<file path="src/rtl/period_meter_pkg.sv">
// Shared constants for the period meter: default sizing and FSM state encoding.
package period_meter_pkg;

  // Default counter/result width; the longest measurable period is 2^width-1 cycles.
  localparam int DefCountWidth = 16;

  // Default synchronizer depth for the asynchronous input.
  localparam int DefSyncStages = 2;

  // ARM waits for the first rising edge; MEASURE counts cycles between rising edges.
  localparam logic [0:0] StateArm     = 1'b0;
  localparam logic [0:0] StateMeasure = 1'b1;

endpackage

</file>
<file path="src/rtl/sync_edge_detect.sv">
// Multi-flop synchronizer for an asynchronous input followed by an edge register.
// Produces one-cycle rise/fall pulses in the clk domain. Reset is active-low.
module sync_edge_detect
  import period_meter_pkg::*;
#(
  parameter int STAGES = DefSyncStages
) (
  input  logic clk,
  input  logic rst,
  input  logic async_i,
  output logic rise_o,
  output logic fall_o
);

  logic [STAGES-1:0] chain_q;
  logic              prev_q;
  logic              sync;

  assign sync = chain_q[STAGES-1];

  // Shift the raw input through the synchronizer and remember the last synchronized value.
  always_ff @(posedge clk or negedge rst) begin
    if (!rst) begin
      chain_q <= '0;
      prev_q  <= 1'b0;
    end else begin
      chain_q <= {chain_q[STAGES-2:0], async_i};
      prev_q  <= sync;
    end
  end

  assign rise_o = sync & ~prev_q;
  assign fall_o = ~sync & prev_q;

endmodule

</file>
<file path="src/rtl/period_meter.sv">
// Measures period and high time of a slow square wave in clk cycles and
// presents each result on a valid/ready output register. Reset is active-low.
module period_meter
  import period_meter_pkg::*;
#(
  parameter int COUNT_WIDTH = DefCountWidth,
  parameter int SYNC_STAGES = DefSyncStages
) (
  input  logic                   clk,
  input  logic                   rst,
  input  logic                   en,
  input  logic                   sig_in,
  input  logic                   out_ready,
  output logic                   out_valid,
  output logic [COUNT_WIDTH-1:0] period_out,
  output logic [COUNT_WIDTH-1:0] high_out,
  output logic                   timeout,
  output logic                   overrun
);

  localparam logic [COUNT_WIDTH-1:0] CntMax = '1;
  localparam logic [COUNT_WIDTH-1:0] CntOne = COUNT_WIDTH'(1);

  logic                   rise;
  logic                   fall;
  logic                   done;

  logic [0:0]             state_q, state_d;
  logic [COUNT_WIDTH-1:0] cnt_q, cnt_d;
  logic [COUNT_WIDTH-1:0] hi_cap_q, hi_cap_d;
  logic                   timeout_q, timeout_d;
  logic                   valid_q, valid_d;
  logic [COUNT_WIDTH-1:0] period_q, period_d;
  logic [COUNT_WIDTH-1:0] high_q, high_d;
  logic                   overrun_q, overrun_d;

  sync_edge_detect #(
    .STAGES(SYNC_STAGES)
  ) u_sync (
    .clk    (clk),
    .rst    (rst),
    .async_i(sig_in),
    .rise_o (rise),
    .fall_o (fall)
  );

  // Counter FSM: a rising edge closes one period and opens the next in the same cycle,
  // so back-to-back periods never lose an edge; saturation abandons the measurement.
  always_comb begin
    state_d   = state_q;
    cnt_d     = cnt_q;
    hi_cap_d  = hi_cap_q;
    timeout_d = 1'b0;
    done      = 1'b0;
    if (!en) begin
      state_d  = StateArm;
      cnt_d    = '0;
      hi_cap_d = '0;
    end else if (state_q == StateArm) begin
      cnt_d = '0;
      if (rise) begin
        state_d  = StateMeasure;
        cnt_d    = CntOne;
        hi_cap_d = '0;
      end
    end else begin
      if (rise) begin
        done     = 1'b1;
        cnt_d    = CntOne;
        hi_cap_d = '0;
      end else if (cnt_q == CntMax) begin
        timeout_d = 1'b1;
        state_d   = StateArm;
        cnt_d     = '0;
        hi_cap_d  = '0;
      end else begin
        cnt_d = cnt_q + CntOne;
        if (fall) begin
          hi_cap_d = cnt_q;
        end
      end
    end
  end

  // Output register: load a finished result when the slot is free or being drained,
  // otherwise drop it and latch the sticky overrun flag.
  always_comb begin
    valid_d   = valid_q;
    period_d  = period_q;
    high_d    = high_q;
    overrun_d = overrun_q;
    if (done) begin
      if (!valid_q || out_ready) begin
        valid_d  = 1'b1;
        period_d = cnt_q;
        high_d   = hi_cap_q;
      end else begin
        overrun_d = 1'b1;
      end
    end else if (valid_q && out_ready) begin
      valid_d = 1'b0;
    end
  end

  // State and output registers, all cleared by the asynchronous reset.
  always_ff @(posedge clk or negedge rst) begin
    if (!rst) begin
      state_q   <= StateArm;
      cnt_q     <= '0;
      hi_cap_q  <= '0;
      timeout_q <= 1'b0;
      valid_q   <= 1'b0;
      period_q  <= '0;
      high_q    <= '0;
      overrun_q <= 1'b0;
    end else begin
      state_q   <= state_d;
      cnt_q     <= cnt_d;
      hi_cap_q  <= hi_cap_d;
      timeout_q <= timeout_d;
      valid_q   <= valid_d;
      period_q  <= period_d;
      high_q    <= high_d;
      overrun_q <= overrun_d;
    end
  end

  assign out_valid  = valid_q;
  assign period_out = period_q;
  assign high_out   = high_q;
  assign timeout    = timeout_q;
  assign overrun    = overrun_q;

endmodule

</file>
<file path="config.mk">
export PLATFORM = sky130hd
export DESIGN_NAME = period_meter
export DESIGN_NICKNAME = d
export VERILOG_FILES = /design/src/rtl/period_meter_pkg.sv /design/src/rtl/sync_edge_detect.sv /design/src/rtl/period_meter.sv
export SDC_FILE = /design/constraint.sdc
export NUM_CORES = 1
export LEC_CHECK = 0
export CORE_UTILIZATION = 55
export CTS_CLUSTER_SIZE = 28
export DETAILED_ROUTE_END_ITERATION = 10
export PLACE_DENSITY = 0.79
export SLEW_MARGIN = 20
export SYNTH_ARGS = -nofsm -noshare
export SYNTH_HDL_FRONTEND = slang
export SYNTH_SLANG_ARGS = --single-unit
</file>
<file path="constraint.sdc">
create_clock -name clk -period 1.9 [get_ports clk]
set_clock_uncertainty 0.05 [all_clocks]
set_input_delay 0.19 -clock clk [delete_from_list [all_inputs] [get_ports clk]]
set_output_delay 0.19 -clock clk [all_outputs]
set_load 0.005 [all_outputs]
</file>
Word level (Yosys, flattened, before mapping)
Index checks and enable logic that the tools add are counted.
{"block": "word_totals", "ff_bits": 71, "mem_count": 0, "romBits": 0, "mem_bits_rw": 0, "latchBits": 0, "elab_cells": 53}
{"block": "classes", "n_reduce_logical": 8, "add_sub_neg": 1, "n_bitwise": 5, "n_lt_le_gt_ge": 0, "n_div": 0, "muxes": 25, "eq_ne": 4, "shift": 0, "mul": 0}
{"op": "2-to-1 mux 16 bit", "count": 10}
{"op": "adder 16 x 1 -> 16 bit (second input constant)", "count": 1}
{"op": "equality test 16 bit (second input constant)", "count": 1}
{"op": "2-to-1 mux 1 bit", "count": 15}
{"op": "AND reduction 2 bit", "count": 4}
{"op": "!= test 4 x 1 -> 1 bit (second input constant)", "count": 1}
{"op": "!= test 3 x 1 -> 1 bit (second input constant)", "count": 1}
{"op": "inverter 1 bit", "count": 3}
{"op": "bitwise AND 1 bit", "count": 2}
{"op": "!= test 2 x 1 -> 1 bit (second input constant)", "count": 1}
{"op": "nonzero test 2 bit", "count": 1}
{"op": "logical AND 1 bit", "count": 1}
{"op": "logical NOT 1 bit", "count": 1}
{"op": "logical OR 1 bit", "count": 1}

Depth between registers and ports, before layout
Gate-level depths: netlist of the first run.
{"block": "depth", "ltp_word": 7, "mapped_depth": 7}

Cells and area by module
From an unflattened synthesis of the first run, not the netlist that was laid out.
{"block": "unflattened", "hier_cells": 205, "hier_area_um2": 2819.0}
{"module": "period_meter", "area_per_inst_um2": 2728.9, "seq_area_each_um2": 1701.6, "cells_per_inst": 200, "n_inst": 1}
{"module": "sync_edge_detect", "area_per_inst_um2": 90.1, "seq_area_each_um2": 75.1, "cells_per_inst": 5, "n_inst": 1}

Worst setup path before layout of the first run
OpenSTA, ideal clock, no wires.
{"block": "synth_path", "kind": "register -> register", "start": "reg cnt_q[0]", "end": "reg hi_cap_q[10]", "required_ns": 1.715, "slack_ns": 0.275, "setup_ns": 0.135, "stages_incl_launch_ff": 8, "arrival_ns": 1.440, "cell_sequence": "dfrtp_1 > ha_1 > and4_1 > nand2_4 > buf_6 > buf_6 > o211ai_1 > o211ai_1"}
{"block": "synth_between", "elab_chain_cells": 5}
{"element": "start: declaration", "line_no": "period_meter.sv:29", "text": "logic [COUNT_WIDTH-1:0] cnt_q, cnt_d;"}
{"element": "start signal: assignment", "line_no": "period_meter.sv:118", "text": "cnt_q <= cnt_d;"}
{"element": "equality test 16 bit *", "line_no": "period_meter.sv:71", "text": "end else if (cnt_q == CntMax) begin"}
{"element": "2-to-1 mux 16 bit", "line_no": "period_meter.sv:71"}
{"element": "2-to-1 mux 16 bit", "line_no": "period_meter.sv:67", "text": "if (rise) begin"}
{"element": "2-to-1 mux 16 bit", "line_no": "period_meter.sv:59", "text": "end else if (state_q == StateArm) begin"}
{"element": "2-to-1 mux 16 bit", "line_no": "period_meter.sv:55", "text": "if (!en) begin"}
{"element": "end signal: assignment", "line_no": "period_meter.sv:119", "text": "hi_cap_q <= hi_cap_d;"}
{"element": "end: declaration", "line_no": "period_meter.sv:30", "text": "logic [COUNT_WIDTH-1:0] hi_cap_q, hi_cap_d;"}
Mark *: on every way between the ends. The rest lies on a longest branch, timed or not.
A chain may end at the register's enable or synchronous reset.

Worst setup path after layout of the first run
{"block": "layout_path", "start": "reg cnt_q[1]", "end": "reg hi_cap_q[11]"}
Same word-level chain as after synthesis.

==> metrics.csv, run 1 <==
metric,value,unit
status,"finished, final reports clean",
cts_tree,built,
synth_compound_area_share,9.38,%
hold_slack,0.229,ns
max-vdd-ir-drop,0.579,mV
synthSimpleGateAreaFrac,14.5,%
synth-edff-count,0,
fin_crit_sh,93.9,%
worstSetupEndpointType,flop,
cts.sinks,71,
yosys.area.top_type_share,55.7,%
core-area,5540,µm²
swShare,24.1,%
drcViolationCount,0,
track_usage,23.6,%
crit_required,2.07,ns
dpl_cell_area,3700,µm²
cp-start-kind,flop,
vias,2203,
preCtsSetupSlack,0.114,ns
ys_seq_area_share,55.7,%
critical_path.slowest_cell,dfrtp_1,
stdcell_area,3890,µm²
place_congestion,0.798,
path_class,flop to flop,
grt_pass1_vias,2263,
syn-cell-area,3190,µm²
synth_cell_type_count,33,
synth_top_area_cell,dfrtp_1,
setup_viol,0,
synth_ff_type,dfrtp_1,
regToRegStartpoint,cnt_q[1],
synth_fa_ha_area_share,0.392,%
setup-tns-final,0,ns
r2r_end,hi_cap_q[11],
port_buffers,39,
clk_path_buf_depth,2,
hp-class,primary input to flop,
clkPwrFrac,39.2,%
internal_power,2.07,mW
die_y,78.2,µm
slowest_delay,0.43,ns
areaGrowthSynthToFinish,21.9,%
synth_area_leaders,"dfrtp_1 56%, mux2_1 11%, o211ai_1 6.8%, nand4_1 4.1%, xor2_1 3.3%",
grt.overflow.total,0,
ant_nets,0,
syn_inst,261,
final_cells,388,
grt_max_degree,72,
comb_power_share,4.7,%
drv_cap,0,
critPathArrivalTime,1.95,ns
fp.dieW,78.2,µm
relSlewSlack,75.2,%
h-tree-depth,3,
syn-num-nets,267,
seqPwrFrac,56.1,%
yosysMostFrequentCell,dfrtp_1,
synth-seq-cells,71,
core.rowCount,27,
muxShareOfSynthArea,11.3,%
async_flop_share,100,%
tightest_slew,0.372,ns
drive_above_1_share,15.5,%
grt_first_pass_wirelength,10900,µm
cts_root_buf,clkbuf_8,
io_pins,40,
post_cts_resized,0,
clkSlewWorstSetupHoldPaths,0.08,ns
synthTopCellsByCount,"71 x dfrtp_1, 32 x mux2_1, 29 x o211ai_1, 21 x nand2_1, 21 x nand4_1",
reg2reg_depth,6,
hp-start,sig_in,
post-place-cells,371,
syn-mean-instance-area,12.2,µm²
hold_viol_final,0,
ys_warn_count,0,
dp_hpwl,4180,µm
layout_setup_ws,0.116,ns
synth_top_family_by_area,simple AND/OR/NAND/NOR gates,
post_drt_wl_per_cell,16.0,µm
p_leak,1.78,nW
dr.pass1.iters,4,
rsz0062_at_grt,false,
crit_fanout,20,
routed_via_density,5.68,
postRouteWirelength,6210,µm
hold_path_end,u_sync.chain_q[0],
hold_depth,1,
reg2reg_slack,0.12,ns
post_cts_buffers,0,
nets,317,
synth-xor-area-share,3.84,%
drt_iter0_markers,217,
cp_cell_sequence,ha_1 > and4_1 > nand2_4 > nor2_2 > buf_12 > o211ai_1,
worstSkewPairLatency,0.35,ns
antennaDiodeCount,0,
start_util,57.6,%
power_density,703,nW/µm²
fmax,0.561,GHz
antenna_found_initial,0,
drv_slew,0,
switching_power,0.658,mW
cts_buffers,9,
die_area,6110,µm²
min_period,1.78,ns
metal layers:
layer  GRT usage [%]  vias up  wire length (µm)
met5               0        -                 0
met4            10.6        0               152
met3            5.81       14               235
met2            35.4       50              3070
met1            32.5     1095              2750
li1                -     1044                 -
area by class of cell:
class	instances	area, µm²
fill	444	1650
timing repair buffer	60	583
inverter	1	3.75
multi-input combinational	168	1260
sequential	71	1780
clock inverter	6	36.3
tap	72	90.1
clock buffer	10	138
how the worst max path moves through the flow:
stage	from	to	slack, ns	cells after the start
final	cnt_q[1]	hi_cap_q[11]	0.12	6
after global routing	cnt_q[1]	hi_cap_q[11]	0.001	6
after floorplan	cnt_q[0]	hi_cap_q[10]	0.28	7
after detailed placement	cnt_q[1]	hi_cap_q[11]	0.11	6
after global placement	en	period_out[3]	0.16	5
after CTS	cnt_q[1]	hi_cap_q[11]	0.10	6
worst max-delay path: cells and delay by family (launching register included):
kind / cells / cell delay, ns
buf+inv: 1 / 0.16
simple gates: 3 / 0.64
compound gates: 1 / 0.11
flops: 1 / 0.43
fa+ha+maj: 1 / 0.24
flip-flops by register name, indices dropped and copies added, names as in the netlist:
signal / flops
hi_cap_q: 16
state_q: 1
timeout: 1
overrun: 1
high_out: 16
u_sync.prev_q: 1
u_sync.chain_q: 2
out_valid: 1
period_out: 16
cnt_q: 16
power groups by stage:
stage	sequential, mW	combinational (mW)	clock [mW]
floorplan	1.56	0.0522	0
detailed placement	1.56	0.126	0
global route	1.53	0.142	1.14
global placement	1.56	0.124	0
CTS	1.53	0.129	1.10
finish	1.53	0.127	1.07
what timing repair did:
action	4_1_cts	5_1_grt
endpoints found under the setup margin	0	0
endpoints found under the hold margin	71	0
hold buffers	1	0
kinds of logic (layout without fill, tap and decap cells):
group | after synthesis | in the layout
compound gates | 37 | 37
xor+xnor | 14 | 14
fa+ha+maj | 1 | 1
buf+inv | 22 | 77
flops | 71 | 71
mux | 32 | 32
simple gates | 84 | 84
stage by stage:
| stage | total power [mW] | util [%] |
|---|---|---|
| 2_1_floorplan | 1.61 | - |
| 4_1_cts | 2.76 | 70.1 |
| 3_3_place_gp | 1.69 | 66.8 |
| 6_report | 2.73 | 70.1 |
| 3_5_place_dp | 1.69 | 66.8 |
| 5_1_grt | 2.82 | 70.1 |
cell usage in the layout, fill, tap and decap left out, types with 2 or more instances in the layout:
cell type	count
clkinv_2	4
nand4_1	21
nor2b_2	2
xnor2_1	2
buf_12	3
xor2_1	12
nor2_1	15
clkdlybuf4s50_1	38
o211ai_2	3
nand3_1	7
mux2_1	32
o21ai_1	2
and4_1	3
clkbuf_8	10
buf_4	17
nand2b_1	4
dfrtp_1	71
nand2_1	21
and3_1	3
o211ai_1	29
Note: power is estimated with default switching activity, not from simulation.
==> run 2: changes to the inputs <==
Settings changed: GPL_TIMING_DRIVEN from default to 1.
==> results of run 2 <==
No change in the layout: final DEF, timing and power equal those of run 1.
==> run 3: changes to the inputs <==
--- a/constraint.sdc
+++ b/constraint.sdc
@@ -4,2 +4,2 @@
 set_output_delay 0.19 -clock clk [all_outputs]
-set_load 0.005 [all_outputs]
+set_load 0.05 [all_outputs]
==> results of run 3 <==
The final DEF is identical to that of run 1. Status: finished, final reports clean.
Main changes from that run: total power 2.73 mW -> 2.75 mW; worst IR drop on VDD 0.579 mV -> 0.644 mV
